`config.mk`:
```
export PLATFORM = sky130hd
export DESIGN_NAME = ring_sequence_monitor
export DESIGN_NICKNAME = d
export VERILOG_FILES = /design/src/rtl/ring_pkg.sv /design/src/rtl/onehot_classify.sv /design/src/rtl/ring_sequence_monitor.sv
export SDC_FILE = /design/constraint.sdc
export NUM_CORES = 1
export LEC_CHECK = 0
export ABC_AREA = 1
export BUFFER_PORTS_ARGS = -buffer_cell sky130_fd_sc_hd__buf_2
export CORE_MARGIN = 3
export CORE_UTILIZATION = 58
export DETAILED_ROUTE_END_ITERATION = 10
export GPL_TIMING_DRIVEN = 0
export PLACE_DENSITY = 0.85
export SETUP_SLACK_MARGIN = 0.15
export SLEW_MARGIN = 20
export SYNTH_ARGS = -nofsm -noshare
export SYNTH_HDL_FRONTEND = slang
export SYNTH_SLANG_ARGS = --single-unit
export TNS_END_PERCENT = 50
```
`constraint.sdc`:
```
create_clock -name clk -period 2.5 [get_ports clk]
set_input_delay 0.25 -clock clk [delete_from_list [all_inputs] [get_ports clk]]
set_output_delay 0.25 -clock clk [all_outputs]
set_load 0.02 [all_outputs]
```
`src/rtl/ring_pkg.sv`:
```
// Shared types and helpers for the one-hot ring receive side.
// Holds the default ring width, FSM/classification enums and the ring rotate.
package ring_pkg;

    localparam int NBITS_COUNT_DEFAULT = 4;
    localparam int RING_MAX            = 32;

    typedef enum logic [1:0] {
        IDLE  = 2'd0,
        TRACK = 2'd1,
        FAULT = 2'd2
    } ring_state_e;

    typedef enum logic [1:0] {
        ZERO   = 2'd0,
        ONEHOT = 2'd1,
        MULTI  = 2'd2
    } ring_class_e;

    // Rotate the low n bits of w left by one; bits at n and above come back as 0.
    function automatic logic [RING_MAX-1:0] rotl(input logic [RING_MAX-1:0] w,
                                                  input int unsigned        n);
        logic [RING_MAX-1:0] mask;
        mask = ~({RING_MAX{1'b1}} << n);
        return ((w << 1) | (w >> (n - 1))) & mask;
    endfunction

endpackage

```
`src/rtl/onehot_classify.sv`:
```
// Combinational classifier for a ring word: zero / one-hot / multi-bit,
// plus the binary position of the highest set bit.
module onehot_classify
    import ring_pkg::*;
#(
    parameter  int NBITS_COUNT = NBITS_COUNT_DEFAULT,
    localparam int IDX_W       = $clog2(NBITS_COUNT)
) (
    input  logic [NBITS_COUNT-1:0] ring_in,
    output ring_class_e            cls,
    output logic [IDX_W-1:0]       pos
);

    always_comb begin
        pos = '0;
        for (int i = 0; i < NBITS_COUNT; i++) begin
            if (ring_in[i]) pos = IDX_W'(i);
        end
    end

    always_comb begin
        if (ring_in == '0)        cls = ZERO;
        else if ($onehot(ring_in)) cls = ONEHOT;
        else                       cls = MULTI;
    end

endmodule

```
`src/rtl/ring_sequence_monitor.sv`:
```
// Receive-side monitor for the one-hot ring counter: decodes the ring word,
// checks each accepted step against rotate-left, counts laps and fault entries.
module ring_sequence_monitor
    import ring_pkg::*;
#(
    parameter  int NBITS_COUNT = NBITS_COUNT_DEFAULT,   // must be 2..RING_MAX
    parameter  int LAP_W       = 8,
    parameter  int ERR_W       = 4,
    localparam int IDX_W       = $clog2(NBITS_COUNT)
) (
    input  logic                   clk,
    input  logic                   reset,
    input  logic                   sample_en,
    input  logic [NBITS_COUNT-1:0] ring_in,
    input  logic                   clear_stats,
    output logic [IDX_W-1:0]       index,
    output logic                   index_valid,
    output logic                   lap_done,
    output logic                   resync,
    output logic                   step_error,
    output logic [LAP_W-1:0]       lap_count,
    output logic [ERR_W-1:0]       err_count
);

    localparam logic [NBITS_COUNT-1:0] RING_ONE = NBITS_COUNT'(1);
    localparam logic [ERR_W-1:0]       ERR_MAX  = {ERR_W{1'b1}};

    ring_state_e            state_q, state_d;
    logic [NBITS_COUNT-1:0] last_q, last_d;
    logic [IDX_W-1:0]       index_q, index_d;
    logic [LAP_W-1:0]       lap_q, lap_d;
    logic [ERR_W-1:0]       err_q, err_d;
    logic                   lap_pulse_q, lap_pulse_d;
    logic                   resync_q, resync_d;
    logic                   step_err_q, step_err_d;

    ring_class_e            cls;
    logic [IDX_W-1:0]       pos;
    logic [NBITS_COUNT-1:0] expected;
    logic                   match;
    logic                   is_one;

    onehot_classify #(.NBITS_COUNT(NBITS_COUNT)) u_classify (
        .ring_in (ring_in),
        .cls     (cls),
        .pos     (pos)
    );

    assign expected = NBITS_COUNT'(rotl(RING_MAX'(last_q), NBITS_COUNT));
    assign match    = (ring_in == expected);
    assign is_one   = (ring_in == RING_ONE);

    always_ff @(posedge clk or posedge reset) begin
        if (reset) begin
            state_q     <= IDLE;
            last_q      <= '0;
            index_q     <= '0;
            lap_q       <= '0;
            err_q       <= '0;
            lap_pulse_q <= 1'b0;
            resync_q    <= 1'b0;
            step_err_q  <= 1'b0;
        end else begin
            state_q     <= state_d;
            last_q      <= last_d;
            index_q     <= index_d;
            lap_q       <= lap_d;
            err_q       <= err_d;
            lap_pulse_q <= lap_pulse_d;
            resync_q    <= resync_d;
            step_err_q  <= step_err_d;
        end
    end

    always_comb begin
        state_d = state_q;
        if (sample_en) begin
            unique case (state_q)
                IDLE: begin
                    if (cls == ONEHOT)     state_d = TRACK;
                    else if (cls == MULTI) state_d = FAULT;
                end
                TRACK: begin
                    if (match || is_one)  state_d = TRACK;
                    else if (cls == ZERO) state_d = IDLE;
                    else                  state_d = FAULT;
                end
                FAULT: begin
                    if (is_one)           state_d = TRACK;
                    else if (cls == ZERO) state_d = IDLE;
                end
                default: state_d = IDLE;
            endcase
        end
    end

    // Index/expected only advance on entry to or within TRACK; IDLE and FAULT keep the last legal index.
    always_comb begin
        last_d      = last_q;
        index_d     = index_q;
        lap_d       = lap_q;
        err_d       = err_q;
        lap_pulse_d = 1'b0;
        resync_d    = 1'b0;
        step_err_d  = 1'b0;
        if (sample_en) begin
            if (state_d == TRACK) begin
                last_d  = ring_in;
                index_d = pos;
                if (state_q == TRACK && match && pos == '0) begin
                    lap_pulse_d = 1'b1;
                    lap_d       = lap_q + LAP_W'(1);
                end
                if (state_q == TRACK && !match && is_one) resync_d = 1'b1;
            end else if (state_d == FAULT && state_q != FAULT) begin
                step_err_d = 1'b1;
                if (err_q != ERR_MAX) err_d = err_q + ERR_W'(1);
            end
        end
        if (clear_stats) begin
            lap_d = '0;
            err_d = '0;
        end
    end

    assign index       = index_q;
    assign index_valid = (state_q == TRACK);
    assign lap_done    = lap_pulse_q;
    assign resync      = resync_q;
    assign step_error  = step_err_q;
    assign lap_count   = lap_q;
    assign err_count   = err_q;

endmodule
```
==> results.toml <==
[run_status]
outcome = "completed"

[sta]
period_needed_ns = 2.11
tightestPinTransition_ns = 0.867
timing.setup.tns_ns = 0
finalSetupViolCount = 0
timing.fmax_mhz = 474
slew_headroom_pct = 42.1
hold_violations = 0
timing.final.crit_share_pct = 84.5
drv_slew = 0
rsz0062_at_grt = "false"
fin_worst_skew_ns = 0.00325

[global_route]
track_usage_pct = 21.5
grt-ovfl-total = 0
grt_max_degree = 24
first_global_vias = 1129
grt_pass1_wl_mm = 4.55
antenna_found_initial = 0

[clock_tree]
numClockSinks = 23
ctsResizeCount = 0
path_clk_slew_ns = 0.12
h-tree-depth = 1
clk_latency_ns = 0.30
cts_tree = "built"
cts_hold_buf = 0
clockBufferDepth = 2
postCtsSetupBuffers = 0
numCtsBuffers = 3
clockRootBuffer = "clkbuf_4"

[synth]
ys_warn_count = 0
ys_seq_area_share_pct = 42.5
syn-num-nets = 187
synth_top_area_cell = "dfrtp_1"
syn_area_per_cell_um2 = 8.02
synthCells = 169
syn_area_mm2 = 0.00136
synthTopCellsByArea = "dfrtp_1 42%, nand2_1 11%, ha_1 8.3%"
ys_ff_latch = 23
synth_top_area_share_pct = 42.5
yosysUniqueCellTypes = 26

[critical_path]
cp_slowest_cell = "fa_1"
crit_arrival_ns = 2.33
crit_chain = "buf_2, inv_2, ha_1, ha_1, fa_1, nand3b_1, o22a_1, nand2_1, nand2_1, buf_2, o21ai_0"
critPathMaxFanout = 10
critPathLaunch = "ring_in[2]"
crit_type = "primary input to register"
cp-end-kind = "register"
reg2reg_from = "last_q[1]$_DFFE_PP0P_"
critPathMaxStageDelay_ns = 0.42
startpoint_type = "primary input"
worstPathRequired_ns = 2.72

[drt]
firstDrtPassIters = 4
ant_nets = 0
drt_iter0_drc = 14
num_vias = 1186
avgRoutedWirePerCell_um = 12.3
drc = 0
wirelength_mm = 2.77
via_per_inst = 5.27

[finish]
post-route-util_pct = 74.0
syn_to_final_growth_pct = 13.7
drive_gt1_share_pct = 24.2
fin_nets = 217
final_cell_mix = "41 x nand2_1, 26 x buf_2, 23 x dfrtp_1"
final_common_cell = "nand2_1"
antennaDiodeCount = 0

[power_and_ir_drop]
total_power_mw = 1.06
seq_power_share_pct = 47.7
switchingPower_mw = 0.419
switching_share_pct = 39.4
intPower_mw = 0.643
p_leak_nw = 0.884
combPwrFrac_pct = 36.3
power_density_mw_per_mm2 = 689
irDropWorstVdd_uv = 637
pwr-share-clk_pct = 16.0

[floorplanning]
rows = 16
core_mm2 = 0.00208
die_area_mm2 = 0.00295
io_pins = 26
die_width_um = 54.3
start_util_pct = 65.1
die_h_um = 54.3

[hold_path]
hold_class = "primary input to async pin"

[placement]
io_buffers = 25
gp_congestion = 0.853
dp_hpwl_mm = 2.16

[run]
drv_cap = 0
[Yosys cell counts (all sizes together)]
master	instances
nand2	48
inv	27
dfrtp	23
nor2	16
o21ai	13
nand3	10
ha	9
a21oi	7
nor3	5
nand4	3
a211oi	1
buf	1
fa	1
nand3b	1
nor3b	1
o21bai	1
o22a	1
xor2	1
[cell type report]
type,count,area [µm²]
plain buffers,1,5.00
inverters,27,101
clock buffers,4,26.3
flip-flops and latches,23,576
fillers,178,542
well taps,27,33.8
repair buffers,25,125
multi-input cells,118,673
[worst max-delay path: cells and delay by family]
family                   cells  cell delay [ns]
adder cells (fa/ha/maj)      3             0.94
AND/OR/NAND/NOR              3             0.34
AO/OA/AOI/OAI                2             0.42
buffers and inverters        3             0.36
[power by group through the flow]
stage / registers (mW) / logic [mW] / clock network (mW)
after floorplan: 0.535 / 0.255 / 0
after global placement: 0.507 / 0.366 / 0
after detailed placement: 0.511 / 0.386 / 0
after CTS: 0.505 / 0.387 / 0.174
after global routing: 0.517 / 0.444 / 0.189
final: 0.506 / 0.386 / 0.169
[registers in the layout, summed over array words and instances (netlist names)]
register	cells
resync	1
last_q	4
lap_count	8
err_count	4
step_error	1
lap_done	1
index	2
state_q	2
[stage by stage]
step           hold WS, ns  instances  area [µm²]  setup WS, ns
3_5_place_dp         0.467        221        1510        0.0772
3_3_place_gp         0.445        221        1510         0.133
4_1_cts              0.119        225        1540         0.387
2_1_floorplan        0.252        169        1360         0.433
6_report            0.0993        225        1540         0.389
5_1_grt              0.146        225        1540         0.266
[logic make-up after synthesis]
| logic type | synth area share, % |
|---|---|
| buf+inv | 7.85 |
| flops | 42.5 |
| xor+xnor | 0.646 |
| compound gates | 9.14 |
| fa+ha+maj | 9.79 |
| simple gates | 30.1 |
[path summary, 6_finish.rpt]
kind                                             to  slack (ns)  depth (start not counted)
max                            index[1]$_DFFE_PP0P_        0.39                         11
min                        lap_count[7]$_DFFE_PP0P_         0.1                          2
max reg2reg                lap_count[2]$_DFFE_PP0P_        0.92                         11
min reg2reg                lap_count[7]$_DFFE_PP0P_        0.49                          1
max in group asynchronous  lap_count[1]$_DFFE_PP0P_        1.87                          2
min in group clk           err_count[0]$_DFFE_PP0P_        0.21                          2
[per-layer routing]
layer | share of wire [%] | routed length, µm | global-route usage (%) | vias to the layer above
met4 | 1.4 | 38 | 6.22 | 0
met1 | 43 | 1190 | 23.9 | 554
met3 | 4.0 | 110 | 4.90 | 6
met2 | 52 | 1430 | 40.4 | 24
met5 | 0 | 0 | 0 | -
li1 | - | - | - | 602
Power figures use the tool's default switching activity.
